===== src/rtl/pipeline_hazard_ctrl.sv =====
// pipeline_hazard_ctrl
//   Central hazard/pipeline controller for the 5-stage core. Produces stall,
//   flush and forwarding selects for the F/D/E/M stage registers, sequences
//   multi-cycle data-memory waits (with a sticky timeout fault) and a
//   halt -> drain -> stop sequence.
//
// Ports
//   clk, reset                       clock; synchronous active-high reset
//   Rs1D, Rs2D                       sources of the instruction in D
//   Rs1E, Rs2E, RdE, ResultSrcE0     sources/dest/load flag of the instruction in E
//   RdM, RegWriteM                   dest/write-enable of the instruction in M
//   RdW, RegWriteW                   dest/write-enable of the instruction in W
//   PCSrcE                           taken branch/jump resolved in E
//   MemReqM, MemReadyM               data-memory request / completion in M
//   HaltD                            instruction in D is HALT
//   StallF/D/E/M, FlushD/E           stage-register hold / clear controls
//   ForwardAE, ForwardBE             ALU operand select: 00 RF, 01 W, 10 M
//   Halted                           core stopped
//   MemTimeout                       sticky memory-timeout fault
module pipeline_hazard_ctrl #(
  parameter int unsigned REG_W        = 4,
  parameter int unsigned CNT_W        = 8,
  parameter int unsigned MEM_TIMEOUT  = 255,
  parameter int unsigned DRAIN_CYCLES = 3
) (
  input  logic             clk,
  input  logic             reset,
  input  logic [REG_W-1:0] Rs1D,
  input  logic [REG_W-1:0] Rs2D,
  input  logic [REG_W-1:0] Rs1E,
  input  logic [REG_W-1:0] Rs2E,
  input  logic [REG_W-1:0] RdE,
  input  logic             ResultSrcE0,
  input  logic [REG_W-1:0] RdM,
  input  logic             RegWriteM,
  input  logic [REG_W-1:0] RdW,
  input  logic             RegWriteW,
  input  logic             PCSrcE,
  input  logic             MemReqM,
  input  logic             MemReadyM,
  input  logic             HaltD,
  output logic             StallF,
  output logic             StallD,
  output logic             StallE,
  output logic             StallM,
  output logic             FlushD,
  output logic             FlushE,
  output logic [1:0]       ForwardAE,
  output logic [1:0]       ForwardBE,
  output logic             Halted,
  output logic             MemTimeout
);

  typedef enum logic [1:0] {
    StRun,
    StDrain,
    StHalted
  } state_e;

  state_e           stateQ, stateD;
  // cnt tracks consecutive memory-wait cycles; drain progress has its own
  // counter so a memory wait inside DRAIN freezes, rather than resets, it.
  logic [CNT_W-1:0] cntQ, cntD;
  logic [CNT_W-1:0] drainCntQ, drainCntD;
  logic             timeoutQ, timeoutD;

  logic memStall;
  logic lwStall;
  logic memLast;
  logic drainLast;

  assign memStall  = MemReqM && !MemReadyM;
  assign lwStall   = ResultSrcE0 && (RdE != '0) && ((RdE == Rs1D) || (RdE == Rs2D));
  assign memLast   = (cntQ == CNT_W'(MEM_TIMEOUT - 1));
  assign drainLast = (drainCntQ == CNT_W'(DRAIN_CYCLES - 1));

  assign MemTimeout = timeoutQ;

  always_comb begin
    StallF    = 1'b0;
    StallD    = 1'b0;
    StallE    = 1'b0;
    StallM    = 1'b0;
    FlushD    = 1'b0;
    FlushE    = 1'b0;
    ForwardAE = 2'b00;
    ForwardBE = 2'b00;
    Halted    = 1'b0;
    stateD    = stateQ;
    cntD      = cntQ;
    drainCntD = drainCntQ;
    timeoutD  = timeoutQ;

    if (reset) begin
      FlushD = 1'b1;
      FlushE = 1'b1;
    end else begin
      // Forwarding is independent of controller state; M beats W.
      if (RegWriteM && (RdM != '0) && (RdM == Rs1E)) begin
        ForwardAE = 2'b10;
      end else if (RegWriteW && (RdW != '0) && (RdW == Rs1E)) begin
        ForwardAE = 2'b01;
      end
      if (RegWriteM && (RdM != '0) && (RdM == Rs2E)) begin
        ForwardBE = 2'b10;
      end else if (RegWriteW && (RdW != '0) && (RdW == Rs2E)) begin
        ForwardBE = 2'b01;
      end

      unique case (stateQ)
        StRun: begin
          if (memStall) begin
            // Whole pipe frozen; a pending redirect stays held in E.
            StallF = 1'b1;
            StallD = 1'b1;
            StallE = 1'b1;
            StallM = 1'b1;
            if (memLast) begin
              timeoutD = 1'b1;
              stateD   = StHalted;
            end else begin
              cntD = cntQ + CNT_W'(1);
            end
          end else begin
            cntD = '0;
            if (PCSrcE) begin
              // Load-use and halt in D are on the wrong path here.
              FlushD = 1'b1;
              FlushE = 1'b1;
            end else if (lwStall) begin
              StallF = 1'b1;
              StallD = 1'b1;
              FlushE = 1'b1;
            end else if (HaltD) begin
              StallF    = 1'b1;
              FlushD    = 1'b1;
              stateD    = StDrain;
              drainCntD = '0;
            end
          end
        end

        StDrain: begin
          StallF = 1'b1;
          FlushD = 1'b1;
          if (memStall) begin
            StallD = 1'b1;
            StallE = 1'b1;
            StallM = 1'b1;
            if (memLast) begin
              timeoutD = 1'b1;
              stateD   = StHalted;
            end else begin
              cntD = cntQ + CNT_W'(1);
            end
          end else begin
            cntD = '0;
            if (drainLast) begin
              stateD = StHalted;
            end else begin
              drainCntD = drainCntQ + CNT_W'(1);
            end
          end
        end

        StHalted: begin
          StallF = 1'b1;
          StallD = 1'b1;
          StallE = 1'b1;
          StallM = 1'b1;
          Halted = 1'b1;
        end

        default: begin
          stateD = StRun;
        end
      endcase
    end
  end

  always_ff @(posedge clk) begin
    if (reset) begin
      stateQ    <= StRun;
      cntQ      <= '0;
      drainCntQ <= '0;
      timeoutQ  <= 1'b0;
    end else begin
      stateQ    <= stateD;
      cntQ      <= cntD;
      drainCntQ <= drainCntD;
      timeoutQ  <= timeoutD;
    end
  end

endmodule


===== config.mk =====
export PLATFORM = sky130hd
export DESIGN_NAME = pipeline_hazard_ctrl
export DESIGN_NICKNAME = d
export VERILOG_FILES = /design/src/rtl/pipeline_hazard_ctrl.sv
export SDC_FILE = /design/constraint.sdc
export NUM_CORES = 1
export LEC_CHECK = 0
export ABC_AREA = 1
export ABC_CLOCK_PERIOD_IN_PS = 1650
export BUFFER_PORTS_ARGS = -buffer_cell sky130_fd_sc_hd__buf_2
export CAP_MARGIN = 25
export CORE_MARGIN = 2
export CORE_UTILIZATION = 45
export DETAILED_ROUTE_END_ITERATION = 10
export MAX_ROUTING_LAYER = met4
export PLACE_DENSITY = 0.7
export REMOVE_ABC_BUFFERS = 1
export SLEW_MARGIN = 10
export SYNTH_ARGS = -nofsm -noshare
export SYNTH_HDL_FRONTEND = slang
export SYNTH_SLANG_ARGS = --single-unit

===== constraint.sdc =====
create_clock -name clk -period 1.65 [get_ports clk]
set_input_delay 0.165 -clock clk [delete_from_list [all_inputs] [get_ports clk]]
set_output_delay 0.165 -clock clk [all_outputs]
set_load 0.02 [all_outputs]

==> metrics, run 1 <==
status=finished clean; starting density of the core=0.475; Synth Warn #=0; Power Total=1.71 mW; XOR/XNOR Fraction of Synth Area=0.0850; n_diodes=0; Clock power frac=0.194; mux share of post-synthesis cell area=0; post-layout util=0.628; Worst setup EP type=output pin; Tightest Pin Transition=342 ps; power per cell area=740 nW/µm²; unrepaired setup endpoints after global routing=yes; vias=1939; ys flop type=dfxtp_1; die area=4410 µm²; Worst path max stage delay=380 ps; startpoint types=register; worst IR drop on VDD=0.330 mV; largest area contributor in the netlist=dfxtp_1; TritonCTS clock tree=done; Register Area=390 µm²; CP max stage cell=dfxtp_4; max frequency=622 MHz; Top delay family on crit path=flip-flops; largest net degree at the start of global routing=16; WS Path Type=reg2out; crit-path max FO=4; post-synthesis compound-gate area fraction=0.124; DR pass1 iterations=4; count leader, synth=nand2_1; register bit total from synthesis=19; Flop pwr share=0.295; mapped cell area=1750 µm²; DIE HEIGHT=66.4 µm; Die X=66.4 µm; area occupied by multi-input gates=1260 µm²; Hold/Removal Path Class=in2reg; cell row count=22; post-layout minimum cycle time=1610 ps; CP arrival=1440 ps; initial antenna violation count=0; Non-Filler Instances=394; most instantiated cells after synthesis=71 x nand2_1, 31 x nor2_1, 30 x inv_1, 24 x a21oi_1, 22 x nand3_1; Post-DRT Antenna Nets=0; max cap viols=0; core area=3690 µm²; placed cell count=386; Post-synth ARST share=0; routed vias/inst=4.92; fin nets=392; Worst-Skew Late Latency=260 ps; sw frac=0.397; Relative slew margins=0.770; Combinational Power Share=0.511; most used cell, CP=inv_2; first-pass GRT wire length=6990 µm; wirelength, routed=4360 µm; # IOs=49; Initial DRC Count=89; Final Hold Viols=0; area grow syn2layout=32.1%; worst hold margin=276 ps; GP Congestion=0.844; Max Slew Vio Count=0; DRC errors left=0; WP buf/inv=4; routed len/inst=11.1 µm; total global routing overflow=0; ratio of cells with drive above 1 in the final layout=0.318; simple-gate share of the synthesized area=0.414; root buffer cell=clkbuf_8; Yosys cell types=38; share of the synthesized area in the top cell type=0.217; main combinational cell family by area after synthesis=simple AND/OR/NAND/NOR gates; Worst Path Required=1480 ps; Post-synth EDFFs=0; H-tree depth=1; Pleak=1.09 nW; top post-synthesis cells by area=dfxtp_1 22%, nand2_1 15%, xor2_1 7.5%; I/O Buffers=48; Final Skew=3.21 ps; Post-Syn Instances=281; P_int=1.03 mW; Fill cells=353; adder-cell area share of the yosys netlist=0.0571; CP Cell Sequence=inv_2 > ha_4 > inv_4 > nor2_8 > nand2_2 > nand2_1 > inv_2 > nand3_2 > buf_6; Final Cycle Share=0.975; number of global-route vias before repair=1687; final setup fails=0; Sw Pwr=680 µW; syn_area_per_cell=6.23 µm²; DP Wirelength=3320 µm; sequential-to-total area share from yosys stat=0.217; clock-pin slew on the worst setup and hold paths=70 ps; Clock Tree Buf Depth=2; Num CTS Buffers=3; clk sinks=19; Total GRT Usage=0.205
-- placed cells by master, fill, tap and decap left out, types with 3 or more instances in the layout --
master	instances
buf_2	44
ha_1	6
inv_2	11
nor2_1	29
buf_6	4
buf_4	18
nand4_1	6
nand2_1	69
dfxtp_1	15
nor3_1	4
nand3_2	3
inv_1	27
nor2_2	4
clkbuf_8	3
xor2_1	15
nand2_2	6
a21oi_1	23
nand3_1	20
nor3b_1	3
-- cell type report --
cell class / count / area share
multi-input combinational: 216 / 0.544
timing repair buffer: 66 / 0.173
sequential: 19 / 0.169
inverter: 41 / 0.0686
tap: 48 / 0.0259
clock buffer: 4 / 0.0195
-- layer usage --
layer / global-route usage / share of wire / vias up
met5: - / 0 / -
met4: 0.0816 / 0.020 / 0
met3: 0.0221 / 0.049 / 7
met2: 0.341 / 0.46 / 60
met1: 0.253 / 0.47 / 838
li1: - / - / 1034
-- repair_timing --
action                                  4_1_cts  5_1_grt
endpoints found under the setup margin        4       16
resized for setup                            10       24
hold buffers                                  0        0
pin swaps                                     1        8
setup buffers                                 0        4
hold endpoints to repair                      0        0
-- worst register-to-register path: stages (launching register included) --
cell and delay (ps):
dfxtp_4 370, inv_4 50, ha_4 160, inv_1 160, nor2_1 110, nor3_4 250, nand2_2 160, nand2_1 100
a21oi_1 60
-- cell families (layout without fill, tap and decap cells) --
family                     count (synthesis)  in the layout
xor gates and xnor gates                  17             17
and+or+nand+nor                          154            154
AOI/OAI and AO/OA                         37             37
adders and majority gates                  8              8
DFF                                       19             19
buffers and inverters                     46            111
-- worst paths after layout --
kind	depth (start not counted)	start	slack [ps]	end
setup / recovery	9	stateQ[0]$_SDFFE_PP0P_	40	FlushD
hold reg to reg	2	MemTimeout$_SDFFE_PP0P_	480	MemTimeout$_SDFFE_PP0P_
hold / removal	2	reset	280	drainCntQ[4]$_SDFFE_PP0P_
setup reg to reg	8	stateQ[1]$_SDFFE_PP0P_	110	drainCntQ[3]$_SDFFE_PP0P_
-- power groups by stage --
stage | clock [mW] | sequential [mW] | combinational (mW)
3_3_place_gp | 0 | 0.503 | 0.737
6_report | 0.332 | 0.505 | 0.876
4_1_cts | 0.342 | 0.497 | 0.777
2_1_floorplan | 0 | 0.504 | 0.453
3_5_place_dp | 0 | 0.504 | 0.741
5_1_grt | 0.365 | 0.507 | 0.970
-- flip-flops by register name (all words and copies together) (netlist names) --
signal,count
cntQ,8
MemTimeout,1
drainCntQ,8
stateQ,2
-- metrics by stage --
step           area [µm²]  TNS [ps]  setup slack (ps)
2_1_floorplan        1720      -645             -80.7
3_3_place_gp         2130         0              48.4
3_5_place_dp         2130         0              21.1
4_1_cts              2200         0              2.05
5_1_grt              2310      -151             -60.7
6_report             2310         0              42.0
Note: power is estimated with default switching activity, not from simulation.
==> inputs of run 2 (changes only) <==
CORE_UTILIZATION = 35   (was 45)
PLACE_DENSITY = 0.56   (was 0.7)
==> run 2 against run 1 <==
Cell count is 5.3% higher. Power is 0.91% higher. Critical path depth is 4 lower. First-iteration DRC count is 51% lower. Sequential power hardly changed. Clock power is 3% lower. Die area is 27% higher. Critical endpoint is now StallD.
==> metrics, run 2 (synthesis results as in run 1) <==
status=finished clean; DIE HEIGHT=74.7 µm (+13%); number of global-route vias before repair=1743 (+3.3%); power per cell area=732 nW/µm² (-1.0%); WS Path Type=reg2out; wirelength, routed=4240 µm (-2.7%); Tightest Pin Transition=441 ps (+98.8 ps); # IOs=49 (unchanged); Largest regs=cntQ: 8 flops, drainCntQ: 8 flops, stateQ: 2 flops; initial antenna violation count=0 (unchanged); Hold Path Stages=4 (+2); CP Cell Sequence=buf_6 > ha_1 > or2_4 > a31oi_1 > buf_4; clock-pin slew on the worst setup and hold paths=70 ps (about the same); routed len/inst=10.2 µm (-7.7%); final setup fails=0 (unchanged); H-tree depth=1 (unchanged); crit-path max FO=4 (unchanged); Worst-Skew Late Latency=250 ps (about the same); reg2reg path depth=12 (+4); first-pass GRT wire length=7160 µm (+2.4%); Reg-to-Reg End=cntQ[6]$_SDFFE_PP0P_; area grow syn2layout=34.7%; worst IR drop on VDD=0.275 mV (-17%); Die X=74.7 µm (+13%); I/O Buffers=48 (unchanged); Total GRT Usage=0.166 (-0.0388); Pleak=1.10 nW (+0.82%); WP buf/inv=2 (-2); Relative slew margins=0.706 (-0.0638); Final Skew=3.25 ps (+0.0374 ps); Post-Place Cell Area=2180 µm² (+2.5%); routed vias/inst=4.60 (-6.6%); clk sinks=19 (unchanged); CP arrival=1440 ps (about the same); worst hold margin=306 ps (+30.1 ps); Hold Crit Start=MemReadyM; unrepaired setup endpoints after global routing=yes; DR pass1 iterations=4 (unchanged); CP max stage cell=dfxtp_4; total global routing overflow=0 (unchanged); Post-DRT Antenna Nets=0 (unchanged); Hold/Removal Path Class=in2reg; Max Slew Vio Count=0 (unchanged); TritonCTS clock tree=done; vias=1908 (-1.6%); DP Wirelength=3330 µm (+0.13%); startpoint types=register; commonest non-fill, non-tap cell in the layout=nand2_1; cell row count=25 (+14%); GP Congestion=0.838 (-0.69%); core area=4790 µm² (+30%); cell area after layout=2360 µm² (+1.9%); post-layout minimum cycle time=1610 ps (-1.92 ps); Worst R2R Start=cntQ[0]$_SDFFE_PP0P_; setup TNS=0 ps (unchanged); Clock Tree Buf Depth=2 (unchanged); Final Hold Viols=0 (unchanged); largest net degree at the start of global routing=22 (+6); max frequency=623 MHz (+0.12%); Initial DRC Count=44 (-51%); root buffer cell=clkbuf_8; Worst Path Required=1480 ps (about the same); starting density of the core=0.366 (-0.109); R2R setup slack=140 ps (+30 ps); Worst path max stage delay=370 ps (about the same); n_diodes=0 (unchanged); Num CTS Buffers=3 (unchanged); Worst setup EP type=output pin; Top delay family on crit path=flip-flops; die area=5590 µm² (+27%); fin nets=394 (+0.51%); DRC errors left=0 (unchanged); most frequent cells in the layout=70 x nand2_1, 45 x buf_2, 28 x inv_1, 28 x nor2_1; ratio of cells with drive above 1 in the final layout=0.322 (+0.00392); Final Cycle Share=0.973 (-0.00116); max cap viols=0 (unchanged); WHS Endpoint=cntQ[7]$_SDFFE_PP0P_
[run 2: cell types whose count changed in the layout (fill, tap and decap cells not counted), sizes merged]
cell    previous run  this run
clkbuf             4         3
clkinv             1         2
buf               66        68
[run 2: worst max-delay path by stage]
| stage | start | end | slack (ps) | cells past startpoint |
|---|---|---|---|---|
| 4_1_cts | stateQ[0]$_SDFFE_PP0P_ | StallD | 6 | 8 |
| 2_1_floorplan | stateQ[1]$_SDFFE_PP0P_ | drainCntQ[5]$_SDFFE_PP0P_ | -80 | 9 |
| 5_1_grt | stateQ[0]$_SDFFE_PP0P_ | StallD | -50 | 8 |
| 3_5_place_dp | stateQ[0]$_SDFFE_PP0P_ | stateQ[1]$_SDFFE_PP0P_ | 50 | 10 |
| 3_3_place_gp | stateQ[0]$_SDFFE_PP0P_ | stateQ[1]$_SDFFE_PP0P_ | 90 | 10 |
| 6_report | stateQ[0]$_SDFFE_PP0P_ | StallD | 40 | 5 |
[run 2: through the flow]
step           power, mW   util  std cells  setup WS [ps]
3_5_place_dp        1.28  0.456        409           51.0
2_1_floorplan      0.957      -        276          -80.7
4_1_cts             1.69  0.481        415           5.56
5_1_grt             1.87  0.493        415          -47.0
6_report            1.73  0.493        415           43.9
3_3_place_gp        1.28  0.456        409           85.4
[run 2: repair_timing]
action                     4_1_cts  5_1_grt
setup buffers                    2        0
hold buffers                     0        0
pin swaps                        5        3
setup endpoints to repair        4       10
resized for setup               17       17
[run 2: worst register-to-register path, cell delays in order (launching register included)]
cell and delay [ps]:
dfxtp_1 320, inv_1 50, ha_1 140, clkinv_1 50
nor2_1 120, nand2_2 120, inv_2 70, nand2_1 70
nand2_4 120, inv_2 60, nand3_1 80, xor2_1 160
nor2_1 50
[run 2: power breakdown]
group	switching, mW	internal, mW
combinational	0.499	0.401
clock	0.155	0.168
sequential	0.0240	0.481
[run 2: layer usage]
layer	track usage	vias up	wire (µm)
li1	-	1041	-
met1	0.203	817	2040
met2	0.285	48	1940
met3	0.0228	2	228
met4	0.0476	0	34
met5	-	-	0
[run 2: final cells by class]
cell class | instances | area, µm²
clock buffer | 3 | 41.3
clock inverter | 1 | 5.00
fill | 477 | 2430
inverter | 41 | 161
multi-input combinational | 216 | 1270
sequential | 19 | 389
tap | 67 | 83.8
timing repair buffer | 68 | 405
